<file path="src/rtl/sdram_pkg.sv">
// Shared types and constants for the SDRAM port arbiter slice.
package sdram_pkg;

    localparam int SD_ADDR_W  = 26;
    localparam int SD_DATA_W  = 16;
    localparam int NPORTS_MAX = 8;

    // Port identifier wide enough for the largest supported port count
    typedef logic [$clog2(NPORTS_MAX)-1:0] port_id_t;

    // Controller address layout: {chip, bank, row, col}
    typedef struct packed {
        logic        chip;
        logic [1:0]  bank;
        logic [12:0] row;
        logic [9:0]  col;
    } sdram_addr_t;

    // Split a flat controller address into its fields
    function automatic sdram_addr_t split_addr(input logic [SD_ADDR_W-1:0] addr);
        return sdram_addr_t'(addr);
    endfunction

endpackage

</file>
<file path="src/rtl/sdram_tag_fifo.sv">
// In-order FIFO of port IDs for reads outstanding in the SDRAM controller.
module sdram_tag_fifo
    import sdram_pkg::*;
#(
    parameter int DEPTH = 4
) (
    input  logic     clk,
    input  logic     reset,
    input  logic     push,
    input  logic     pop,
    input  port_id_t din,
    output port_id_t dout,
    output logic     full,
    output logic     empty
);

    localparam int AW = $clog2(DEPTH);

    port_id_t       mem [DEPTH];
    logic [AW-1:0]  wr_ptr;
    logic [AW-1:0]  rd_ptr;
    logic [AW:0]    count;
    logic           do_push;
    logic           do_pop;

    assign do_push = push && !full;
    assign do_pop  = pop && !empty;

    assign full  = (count == (AW+1)'(DEPTH));
    assign empty = (count == '0);
    assign dout  = mem[rd_ptr];

    // Storage write; contents need no reset because count gates the head
    always_ff @(posedge clk) begin
        if (do_push) begin
            mem[wr_ptr] <= din;
        end
    end

    // Pointer and occupancy tracking; pointers wrap naturally at DEPTH
    always_ff @(posedge clk) begin
        if (!reset) begin
            wr_ptr <= '0;
            rd_ptr <= '0;
            count  <= '0;
        end else begin
            if (do_push) begin
                wr_ptr <= wr_ptr + AW'(1);
            end
            if (do_pop) begin
                rd_ptr <= rd_ptr + AW'(1);
            end
            case ({do_push, do_pop})
                2'b10:   count <= count + (AW+1)'(1);
                2'b01:   count <= count - (AW+1)'(1);
                default: count <= count;
            endcase
        end
    end

endmodule

</file>
<file path="src/rtl/sdram_port_arbiter.sv">
// Round-robin arbiter sharing one SDRAM controller command port between
// NPORTS requesters, with in-order routing of returned read data.
module sdram_port_arbiter
    import sdram_pkg::*;
#(
    parameter int NPORTS    = 4,
    parameter int TAG_DEPTH = 4,
    parameter int ADDR_W    = SD_ADDR_W,
    parameter int DATA_W    = SD_DATA_W
) (
    input  logic                          clk,
    input  logic                          reset,
    input  logic [NPORTS-1:0]             p_read,
    input  logic [NPORTS-1:0]             p_write,
    input  logic [NPORTS-1:0][ADDR_W-1:0] p_addr,
    input  logic [NPORTS-1:0][DATA_W-1:0] p_wdata,
    output logic [NPORTS-1:0]             p_ready,
    output logic [DATA_W-1:0]             p_rdata,
    output logic [NPORTS-1:0]             p_rdata_val,
    output logic                          sd_read,
    output logic                          sd_write,
    output logic [ADDR_W-1:0]             sd_addr,
    output logic [DATA_W-1:0]             sd_wdata,
    input  logic                          sd_cmd_ready,
    input  logic [DATA_W-1:0]             sd_rdata,
    input  logic                          sd_rdata_val,
    output logic                          orphan_err
);

    localparam int PW = (NPORTS > 1) ? $clog2(NPORTS) : 1;

    logic [PW-1:0]     rr_ptr;
    logic [PW-1:0]     grant_id;
    logic              grant_valid;
    logic              grant_is_write;
    logic              accept;
    logic [NPORTS-1:0] eligible;
    logic              tag_full;
    logic              tag_empty;
    logic              tag_push;
    port_id_t          tag_head;

    // First eligible port at or after start, wrapping; 0 when none
    function automatic logic [PW-1:0] rr_pick(input logic [NPORTS-1:0] elig,
                                              input logic [PW-1:0]     start);
        logic [PW-1:0] pick;
        logic [PW-1:0] idx;
        logic          found;
        pick  = '0;
        found = 1'b0;
        for (int unsigned k = 0; k < NPORTS; k++) begin
            idx = PW'((32'(start) + k) % NPORTS);
            if (!found && elig[idx]) begin
                pick  = idx;
                found = 1'b1;
            end
        end
        return pick;
    endfunction

    // Eligibility uses the registered full flag, so a same-cycle pop never frees a slot early
    always_comb begin
        eligible = '0;
        for (int unsigned i = 0; i < NPORTS; i++) begin
            eligible[i] = p_write[i] || (p_read[i] && !tag_full);
        end
    end

    assign grant_valid    = |eligible;
    assign grant_id       = rr_pick(eligible, rr_ptr);
    assign grant_is_write = p_write[grant_id];
    assign accept         = grant_valid && sd_cmd_ready;
    assign tag_push       = accept && !grant_is_write;

    // Zero-latency forwarding of the granted command; port 0 operands when idle
    always_comb begin
        sd_read  = grant_valid && !grant_is_write;
        sd_write = grant_valid && grant_is_write;
        sd_addr  = p_addr[grant_id];
        sd_wdata = p_wdata[grant_id];
        p_ready  = '0;
        if (accept) begin
            p_ready[grant_id] = 1'b1;
        end
    end

    // Read-data steering to the port at the head of the tag FIFO
    always_comb begin
        p_rdata     = sd_rdata;
        p_rdata_val = '0;
        if (sd_rdata_val && !tag_empty) begin
            for (int unsigned i = 0; i < NPORTS; i++) begin
                p_rdata_val[i] = (tag_head == port_id_t'(i));
            end
        end
    end

    // Round-robin pointer advances past the accepted port; sticky orphan flag
    always_ff @(posedge clk) begin
        if (!reset) begin
            rr_ptr     <= '0;
            orphan_err <= 1'b0;
        end else begin
            if (accept) begin
                rr_ptr <= (grant_id == PW'(NPORTS - 1)) ? '0 : grant_id + PW'(1);
            end
            if (sd_rdata_val && tag_empty) begin
                orphan_err <= 1'b1;
            end
        end
    end

    sdram_tag_fifo #(
        .DEPTH (TAG_DEPTH)
    ) u_tag_fifo (
        .clk   (clk),
        .reset (reset),
        .push  (tag_push),
        .pop   (sd_rdata_val),
        .din   (port_id_t'(grant_id)),
        .dout  (tag_head),
        .full  (tag_full),
        .empty (tag_empty)
    );

endmodule

</file>
<file path="config.mk">
export PLATFORM = sky130hd
export DESIGN_NAME = sdram_port_arbiter
export DESIGN_NICKNAME = d
export VERILOG_FILES = /design/src/rtl/sdram_pkg.sv /design/src/rtl/sdram_tag_fifo.sv /design/src/rtl/sdram_port_arbiter.sv
export SDC_FILE = /design/constraint.sdc
export NUM_CORES = 1
export LEC_CHECK = 0
export CORE_AREA = 2 2 104 106
export DETAILED_ROUTE_END_ITERATION = 8
export DIE_AREA = 0 0 106 108
export GPL_TIMING_DRIVEN = 0
export MAX_ROUTING_LAYER = met4
export PLACE_DENSITY = 0.69
export RECOVER_POWER = 25
export SLEW_MARGIN = 15
export SYNTH_ARGS = -nofsm -noshare
export SYNTH_HDL_FRONTEND = slang
export SYNTH_SLANG_ARGS = --single-unit
</file>
<file path="constraint.sdc">
create_clock -name clk -period 4.3 [get_ports clk]
set_clock_uncertainty 0.1 [all_clocks]
set_input_delay 1.075 -clock clk [delete_from_list [all_inputs] [get_ports clk]]
set_output_delay 1.075 -clock clk [all_outputs]
set_load 0.02 [all_outputs]
</file>
==> impl_metrics.yaml, run 1 <==
clock_network:
  ctsHtreeMaxLevel: 1
  clk_root_buffer_cell: "sky130_fd_sc_hd__clkbuf_8"
  clk_transition_reported_paths_ns: 0.07
  clock_buffers_created_by_tritoncts: 3
  cts-root-to-sink-buffers: 2
  tritoncts: "done"
  insertion_delay_ns: 0.26
  post_cts_hold_buffer_count: 0
  cts.sinks: 20
timing:
  final_hold_viol_count: 0
  unrepaired_setup_endpoints_after_global_routing: "no"
  maxSlewHeadroom_pct: 65.0
  fin_ws_ns: 0.0994
  worst_slew_pin_slew_ns: 0.524
  report.final.setup_viol: 0
  finalMaxSlewViolations: 0
  clock.fmax_mhz: 238
  post-route-period-util_pct: 97.7
  period_minus_slack_ns: 4.20
finish:
  drive_gt1_share_pct: 17.8
  area_of_combinational_cells_with_multiple_inputs_um2: 1980
  num_antenna_cells: 0
  relative_area_change_from_synthesis_to_final_layout_pct: 102
  final_core_util_pct: 55.1
  sequential_cell_area_um2: 480
  design.final.nets: 753
  filler_cell_count: 947
power:
  ir_drop_v: 0.000212
  pwr_density_cell_nw_per_um2: 338
  power.static_leakage_uw: 0.00226
global_route:
  grt_first_pass_wirelength_mm: 16.5
  number_of_global_route_vias_before_repair: 3315
  grt_antenna_before_repair: 0
  grt_util_met3_pct: 3.92
  grt_start_max_net_pins: 16
  total_global_routing_overflow: 0
  grt_use_total_pct: 18.8
  globalRouteMet2Util_pct: 35.9
  gr-usage-met1_pct: 19.6
  grt_most_used_layer: "met2"
setup_path:
  worst_ep_arrival_time_ns: 3.03
  worstRegToRegCells: 14
  critical-path-max-stage-delay_ns: 0.46
  path_cells: "clkdlybuf4s50_1 > a21oi_4 > o221ai_1 > a21o_2 > inv_6 > buf_6 > mux2i_1 > clkdlybuf4s15_1"
  setup.worst_path.end_class: "primary output"
  critical_path_cell_count: 8
  critical_path.startpoint_type: "input port"
  worstPathRequired_ns: 3.12
  critical_path.top_delay_family: "buffers and inverters"
  cp_num_buf_inv: 4
  worst_path_max_delay_cell: "sky130_fd_sc_hd__clkdlybuf4s50_1"
  critical_path_class: "in -> out"
  critical_path.max_fanout: 10
detailed_routing:
  drt_wl_total_mm: 10.9
  ant_nets: 0
  routed_wire_length_per_instance_um: 16.0
  drt_pass_1_iters: 4
  route.detailed.drc: 0
  via_count: 3099
  vias_per_cell: 4.54
  drtIter0Drc: 86
floorplan:
  effective_utilization_at_floorplan_pct: 27.2
  num_io_pins: 265
  die-width_um: 106
  chipHeight_um: 108
  core.rowCount: 37
  placeableCoreArea_um2: 10200
  floorplan.die_area_um2: 11400
logic_synthesis:
  synth_top_flop_cell: "sky130_fd_sc_hd__dfxtp_1"
  synth_area_leader_cell: "sky130_fd_sc_hd__mux2i_1"
  synth.distinct_cells: 44
  synthesized_netlist_net_count: 488
  syn_inst: 282
  syn-mean-instance-area_um2: 9.88
  ys_seq_elements: 20
  synth.top_cells.by_area: "sky130_fd_sc_hd__mux2i_1 46%, sky130_fd_sc_hd__dfxtp_1 8.6%, sky130_fd_sc_hd__edfxtp_1 8.6%"
  synth-edff-count: 8
  synth.yosys.seq_area_share_pct: 17.2
  yosysWarnings: 0
  yosys.area.top_type_share_pct: 46.0
  synth_async_sr_flop_share_pct: 0
  synth.cell_area_um2: 2790
flow_run:
  max-cap-violations: 0
placed_design:
  detailedPlacementHpwl_mm: 9.51
  buffer_ports.inserted: 248
  dp_slack_ns: -0.598
  place.gp.congestion: 0.801
status:
  run_status: "finished clean"
worst_hold_path:
  hold_crit_depth: 2
  hold_path.class: "reg -> reg"
logic make-up after synthesis:
kind of cell / count (synthesis) / share of synthesized area [%]
buf+inv: 44 / 12.5
xor+xnor: 4 / 1.26
simple gates: 45 / 8.26
mux: 131 / 48.4
flops: 20 / 17.2
compound gates: 28 / 7.59
fa+ha+maj: 10 / 4.76
final timing paths:
kind,startpoint,slack [ns],to
hold reg to reg,orphan_err$_SDFFE_PN0P_,0.37,orphan_err$_SDFFE_PN0P_
setup / recovery,p_read[2],0.1,sd_wdata[0]
setup reg to reg,u_tag_fifo.count[2]$_SDFFE_PN0P_,0.84,u_tag_fifo.count[2]$_SDFFE_PN0P_
hold / removal,orphan_err$_SDFFE_PN0P_,0.37,orphan_err$_SDFFE_PN0P_
Yosys cell counts, drive strengths merged (2+ instances only):
cell / instances
mux2i: 129
buf: 28
nor2: 17
dfxtp: 12
a21oi: 10
inv: 10
ha: 9
nand2: 9
edfxtp: 8
and2: 5
and3: 5
clkbuf: 5
a211oi: 4
a21o: 3
o21ai: 3
xor2: 3
mux4: 2
nor3: 2
nor4b: 2
o211a: 2
o221ai: 2
flip-flops by register name, indices dropped and copies added, names as in the netlist, named ones only:
name / flops
u_tag_fifo.mem: 8
u_tag_fifo.count: 3
u_tag_fifo.wr_ptr: 2
orphan_err: 1
u_tag_fifo.rd_ptr: 2
rr_ptr: 2
worst reg2reg max path, stage by stage (launching register included):
cell and delay, ns:
sky130_fd_sc_hd__dfxtp_1 0.40, sky130_fd_sc_hd__or3b_1 0.38, sky130_fd_sc_hd__buf_6 0.16, sky130_fd_sc_hd__a21o_1 0.20
sky130_fd_sc_hd__o221ai_1 0.20, sky130_fd_sc_hd__a21o_2 0.25, sky130_fd_sc_hd__mux2i_4 0.27, sky130_fd_sc_hd__nor2_1 0.16
sky130_fd_sc_hd__inv_2 0.07, sky130_fd_sc_hd__ha_1 0.17, sky130_fd_sc_hd__inv_1 0.06, sky130_fd_sc_hd__fa_1 0.37
sky130_fd_sc_hd__xor2_1 0.16, sky130_fd_sc_hd__or3_1 0.31, sky130_fd_sc_hd__a21oi_1 0.14
area by class of cell:
class                      instances  share of cell area [%]
timing repair buffer             260                    45.1
sequential                        20                    8.53
clock inverter                     1                   0.533
inverter                          11                   0.822
buffer                            33                    6.06
multi-input combinational        218                    35.2
tap                              136                    3.02
clock buffer                       3                   0.733
where the power goes:
group | total, uW | switching [uW] | internal [uW]
clock network | 188 | 63.3 | 124
registers | 276 | 35.2 | 240
logic | 1440 | 699 | 743
total | 1910 | 798 | 1110
metal layers:
layer	routed length (um)	up-vias	part of all wire (%)
li1	-	1548	-
met1	3930	1399	36
met2	6020	136	55
met3	731	16	6.7
met4	214	0	2.0
met5	0	-	0
placed cells by master, fill, tap and decap left out, drive strengths merged, types with 3 or more instances in the layout:
cell type      instances
dfxtp                 12
clkbuf                21
and3                   5
edfxtp                 8
and2                   5
clkdlybuf4s15         31
dlygate4sd3            9
xor2                   3
clkdlybuf4s50        185
a21o                   3
ha                     9
a21oi                 10
buf                   41
nor2                  17
a211oi                 4
o21ai                  3
nand2                  9
dlygate4sd2            7
mux2i                129
inv                   10
per-stage QoR:
step	hold WS [ns]	instances	total power, uW	TNS [ns]	cell area (um2)
after floorplan	0.368	282	1140	0	2790
after global placement	0.350	666	1730	-24.48	5440
after detailed placement	0.370	666	1750	-23.92	5440
after CTS	0.389	680	1920	0	5640
after global routing	0.419	682	2030	0	5630
final	0.374	682	1910	0	5630
what timing repair did:
item | 4_1_cts | 5_1_grt
pin swaps | 2 | 4
cloned | 0 | 1
setup buffers | 10 | 1
gates resized for setup | 115 | 38
setup endpoints to repair | 48 | 47
(Power assumes the default switching activity.)
==> inputs of run 2 (changes only) <==
CORE_AREA = 3 3 102 104   (was 2 2 104 106)
DIE_AREA = 0 0 105 107   (was 0 0 106 108)
PLACE_DENSITY = 0.73   (was 0.69)
==> impl_metrics.yaml, run 2 (synthesis results as in run 1) <==
setup_path:
  r2r-end: "u_tag_fifo.count[2]$_SDFFE_PN0P_"
  worstPathRequired_ns: 3.12
  critical_path_class: "in -> out"
  regToRegStartpoint: "u_tag_fifo.count[0]$_SDFFE_PN0P_"
  critical_path.max_fanout: 15
  setup.worst_path.end: "p_ready[1]"
  worst_ep_arrival_time_ns: 3.00
  critical_path.startpoint_type: "input port"
  timing_startpoint_of_the_critical_path: "p_write[3]"
  worstRegToRegCells: 15
  register_to_register_setup_slack_ns: 0.71
  setup.worst_path.end_class: "primary output"
finish:
  filler_cell_count: 881
  mostFrequentLayoutCell: "sky130_fd_sc_hd__clkdlybuf4s50_1"
  regMostFlops: "u_tag_fifo.mem"
  layout_top_registers: "u_tag_fifo.mem x8, u_tag_fifo.count x3"
  largest_reg_flops: 8
  drive_gt1_share_pct: 17.4
  relative_area_change_from_synthesis_to_final_layout_pct: 97.9
  final_cell_mix: "184 x sky130_fd_sc_hd__clkdlybuf4s50_1, 128 x sky130_fd_sc_hd__mux2i_1, 31 x sky130_fd_sc_hd__buf_4"
  final_instance_count_excl_fillers: 681
  design.final.nets: 754
global_route:
  grt_antenna_before_repair: 1
  number_of_global_route_vias_before_repair: 3235
  grt_first_pass_wirelength_mm: 16.4
  grt_start_max_net_pins: 16
  total_global_routing_overflow: 0
  grt_use_total_pct: 18.8
placed_design:
  detailedPlacementHpwl_mm: 9.55
  buffer_ports.inserted: 248
  place.gp.congestion: 0.786
  dp_slack_ns: -0.606
  place_inst: 663
power:
  ir_drop_v: 0.000155
  design_power_total_uw: 1860
  pwr_density_cell_nw_per_um2: 338
  power.static_leakage_uw: 0.00226
detailed_routing:
  drt_pass_1_iters: 4
  via_count: 3126
  drt_wl_total_mm: 11.0
  route.detailed.drc: 0
  vias_per_cell: 4.59
  routed_wire_length_per_instance_um: 16.1
  ant_nets: 0
  drtIter0Drc: 68
floorplan:
  placeableCoreArea_um2: 9640
  die-width_um: 105
  floorplan.die_area_um2: 11200
  core.rowCount: 36
  chipHeight_um: 107
  num_io_pins: 265
  effective_utilization_at_floorplan_pct: 28.9
timing:
  final_hold_viol_count: 0
  fin_ws_ns: 0.120
  fin_worst_hold_slack_ns: 0.365
  maxSlewHeadroom_pct: 65.6
  unrepaired_setup_endpoints_after_global_routing: "no"
  period_minus_slack_ns: 4.18
  clock.fmax_mhz: 239
  report.final.setup_viol: 0
  worst_slew_pin_slew_ns: 0.515
  post-route-period-util_pct: 97.2
  finalMaxSlewViolations: 0
  fin_setup_tns_ns: 0
clock_network:
  cts-root-to-sink-buffers: 2
  cts.sinks: 20
  post_cts_hold_buffer_count: 0
  insertion_delay_ns: 0.26
  clock_buffers_created_by_tritoncts: 3
  ctsHtreeMaxLevel: 1
  clk_transition_reported_paths_ns: 0.07
  tritoncts: "done"
  clk_root_buffer_cell: "sky130_fd_sc_hd__clkbuf_8"
flow_run:
  max-cap-violations: 0
status:
  run_status: "finished clean"
worst_hold_path:
  hold_crit_depth: 2
  hold_path.class: "reg -> reg"
-- run 2: cell types whose count changed in the layout (fill, tap and decap cells not counted), moves of 2 or more --
cell	change
sky130_fd_sc_hd__clkdlybuf4s15_2	-17
sky130_fd_sc_hd__buf_4	+3
sky130_fd_sc_hd__mux2i_1	+2
sky130_fd_sc_hd__buf_6	-3
sky130_fd_sc_hd__buf_2	+26
sky130_fd_sc_hd__clkbuf_2	-11
sky130_fd_sc_hd__mux2i_2	-2
sky130_fd_sc_hd__dlygate4sd2_1	+3
-- run 2: where the power goes --
part	switching [uW]	leakage [uW]	internal [uW]
registers	35.3	0.000172	240
clock network	62.2	0.0000357	124
logic	693	0.00205	707
-- run 2: metal layers --
| metal | up-vias | GRT usage (%) | routed length [um] |
|---|---|---|---|
| met3 | 16 | 3.61 | 643 |
| li1 | 1550 | - | - |
| met4 | 0 | 5.72 | 257 |
| met1 | 1432 | 18.6 | 3950 |
| met2 | 128 | 36.8 | 6130 |
| met5 | - | - | 0 |
-- run 2: what timing repair did --
action,in CTS,in global routing
gates resized for setup,163,7
endpoints found under the hold margin,0,0
buffers inserted,6,7
setup endpoints to repair,48,30
pin swaps,2,5
-- run 2: worst min-delay path by stage --
stage	startpoint	end
finish	orphan_err$_SDFFE_PN0P_	orphan_err$_SDFFE_PN0P_
global route	orphan_err$_SDFFE_PN0P_	orphan_err$_SDFFE_PN0P_
CTS	orphan_err$_SDFFE_PN0P_	orphan_err$_SDFFE_PN0P_
detailed placement	orphan_err$_SDFFE_PN0P_	orphan_err$_SDFFE_PN0P_
global placement	orphan_err$_SDFFE_PN0P_	orphan_err$_SDFFE_PN0P_
floorplan	u_tag_fifo.wr_ptr[1]$_SDFFE_PN0P_	u_tag_fifo.wr_ptr[1]$_SDFFE_PN0P_
-- run 2: final cells by class --
class	instances	area, um2	area share (%)
Antenna cell	1	2.50	0.0454
Buffer	33	325	5.90
Clock buffer	3	41.3	0.749
Clock inverter	1	30.0	0.544
Inverter	11	46.3	0.839
Multi-Input combinational cell	218	1980	35.9
Sequential cell	20	480	8.71
Tap cell	133	166	3.02
Timing Repair Buffer	261	2440	44.3
-- run 2: stage by stage --
| stage | cell area (um2) | utilization [%] |
|---|---|---|
| finish | 5520 | 57.2 |
| floorplan | 2790 | - |
| global placement | 5440 | 56.4 |
| CTS | 5460 | 56.7 |
| detailed placement | 5440 | 56.4 |
| global route | 5520 | 57.2 |
-- run 2: critical path, cell delays in order --
cell	delay (ns)
sky130_fd_sc_hd__clkdlybuf4s50_1	0.52
sky130_fd_sc_hd__a21o_1	0.14
sky130_fd_sc_hd__o221ai_1	0.11
sky130_fd_sc_hd__a21o_2	0.28
sky130_fd_sc_hd__inv_6	0.12
sky130_fd_sc_hd__buf_8	0.18
sky130_fd_sc_hd__ha_1	0.16
sky130_fd_sc_hd__and3_1	0.14
sky130_fd_sc_hd__clkdlybuf4s15_2	0.25
==> variant (config.mk and constraints of run 1) <==
Make the reset (`reset`) asynchronous in 2 clocked blocks.
--- a/src/rtl/sdram_tag_fifo.sv
+++ b/src/rtl/sdram_tag_fifo.sv
@@ -40,3 +40,3 @@
     // Pointer and occupancy tracking; pointers wrap naturally at DEPTH
-    always_ff @(posedge clk) begin
+    always_ff @(posedge clk or negedge reset) begin
         if (!reset) begin
--- a/src/rtl/sdram_port_arbiter.sv
+++ b/src/rtl/sdram_port_arbiter.sv
@@ -98,3 +98,3 @@
     // Round-robin pointer advances past the accepted port; sticky orphan flag
-    always_ff @(posedge clk) begin
+    always_ff @(posedge clk or negedge reset) begin
         if (!reset) begin
Behaviour: differs if reset is asserted again (counterexample within 4 cycles, from zero or initial values and one cycle with reset low); with reset held inactive, the same outputs for 4 cycles.
==> variant against run 1 <==
The flow now finishes with violations (setup timing). Sequential cell count fell by 2. Critical path type unchanged. Non-clock buffer count grew 10. Routed wire length rose by 7.1%. Core utilization rose by 0.86 points. Final area is 1.6% higher. Setup slack got worse by 0.14 ns. Synthesized area shrank 1.3%. Die area unchanged.
Power is not compared: it rests on default switching activity, and its combinational part moved more than twofold at a synthesized area within 25%.
==> variant: results (changes against run 1) <==
| Metric | Value |
|---|---|
| Synth cell count leaders | `mux2i_1, buf_4, inv_1 (was mux2i_1, buf_4, nor2_1)` |
| Synth Area in XOR/XNOR | `0.0191 (was 0.0126)` |
| Post-DP HPWL | `9.56 mm (was 9.51 mm)` |
| Initial antenna violation count | `1 (was 0)` |
| First-pass GRT wire length | `16.7 mm (was 16.5 mm)` |
| Final WL | `11.7 mm (was 10.9 mm)` |
| Final Setup Violations | `2 (was 0)` |
| Worst setup path start | `p_read[0] (was p_read[2])` |
| Signal buffers | `303 (was 293)` |
| Met2 wire length | `6.28 mm (was 6.02 mm)` |
| WP data arrival | `3.17 ns (was 3.03 ns)` |
| Synth Area in Compound Gates | `0.0792 (was 0.0759)` |
| Routed wl met3 | `705 um (was 731 um)` |
| Outcome | `complete, but fails checks (was completed)` |
| Top post-synthesis cells by area | `mux2i_1, dfrtp_1, edfxtp_1 (was mux2i_1, dfxtp_1, edfxtp_1)` |
| DP Area | `5390 um^2 (was 5440 um^2)` |
| Failing checks | `setup timing` |
| Share of layout cells above drive strength 1 | `0.244 (was 0.178)` |
| CP max FO | `7 (was 10)` |
| Fill cell count | `930 (was 947)` |
| Layout area overhead | `108% (was 102%)` |
| Worst setup slack after layout | `-0.0405 ns (was 0.0994 ns)` |
| Routed met1 length | `4.48 mm (was 3.93 mm)` |
| N_diodes | `1 (was 0)` |
| Multi-input gates | `213 (was 218)` |
| Hold path start | `orphan_err (unchanged)` |
| # port buffers | `247 (was 248)` |
| R2R Path Start | `u_tag_fifo.count[1] (was u_tag_fifo.count[2])` |
| Global routing usage on met3 | `0.0307 (was 0.0392)` |
| Setup Total Neg Slack | `-0.0654 ns (was 0 ns)` |
| Vias per cell | `4.57 (was 4.54)` |
| Final net count | `756 (was 753)` |
| Register Area | `490 um^2 (was 480 um^2)` |
| Synth Area in Adders | `0.0482 (was 0.0476)` |
| Ys async rst share | `0.556 (was 0)` |
| Final Non-Filler Cells | `686 (was 682)` |
| Least-Margin Pin Slew | `0.458 ns (was 0.524 ns)` |
| GPL Wtd Cong | `0.906 (was 0.801)` |
| GRT Resource Usage Total | `0.192 (was 0.188)` |
## variant: what timing repair did
| item | in CTS | in global routing |
|---|---|---|
| cloned | 2 | 1 |
| pin swaps | 3 | 8 |
| buffers inserted | 5 | 15 |
| resized for setup | 234 | 41 |
| setup endpoints to repair | 48 | 43 |
## variant: final timing paths
check | endpoint | slack (ns) | cells after the start
setup / recovery | p_ready[2] | -0.04 | 10
hold / removal | orphan_err | 0.35 | 1
setup reg to reg | u_tag_fifo.count[2] | 0.83 | 12
hold reg to reg | orphan_err | 0.35 | 1
max in group asynchronous | u_tag_fifo.rd_ptr[0] | 2.68 | 1
min in group asynchronous | orphan_err | 1.11 | 1
## variant: cells by family (layout without fill, tap and decap cells)
family | count (synthesis) | after routing
flip-flops | 18 | 18
buffers and inverters | 44 | 318
AND/OR/NAND/NOR | 42 | 42
adder cells (fa/ha/maj) | 10 | 10
XOR/XNOR | 6 | 6
other | 0 | 1
multiplexers | 130 | 130
AO/OA/AOI/OAI | 25 | 25
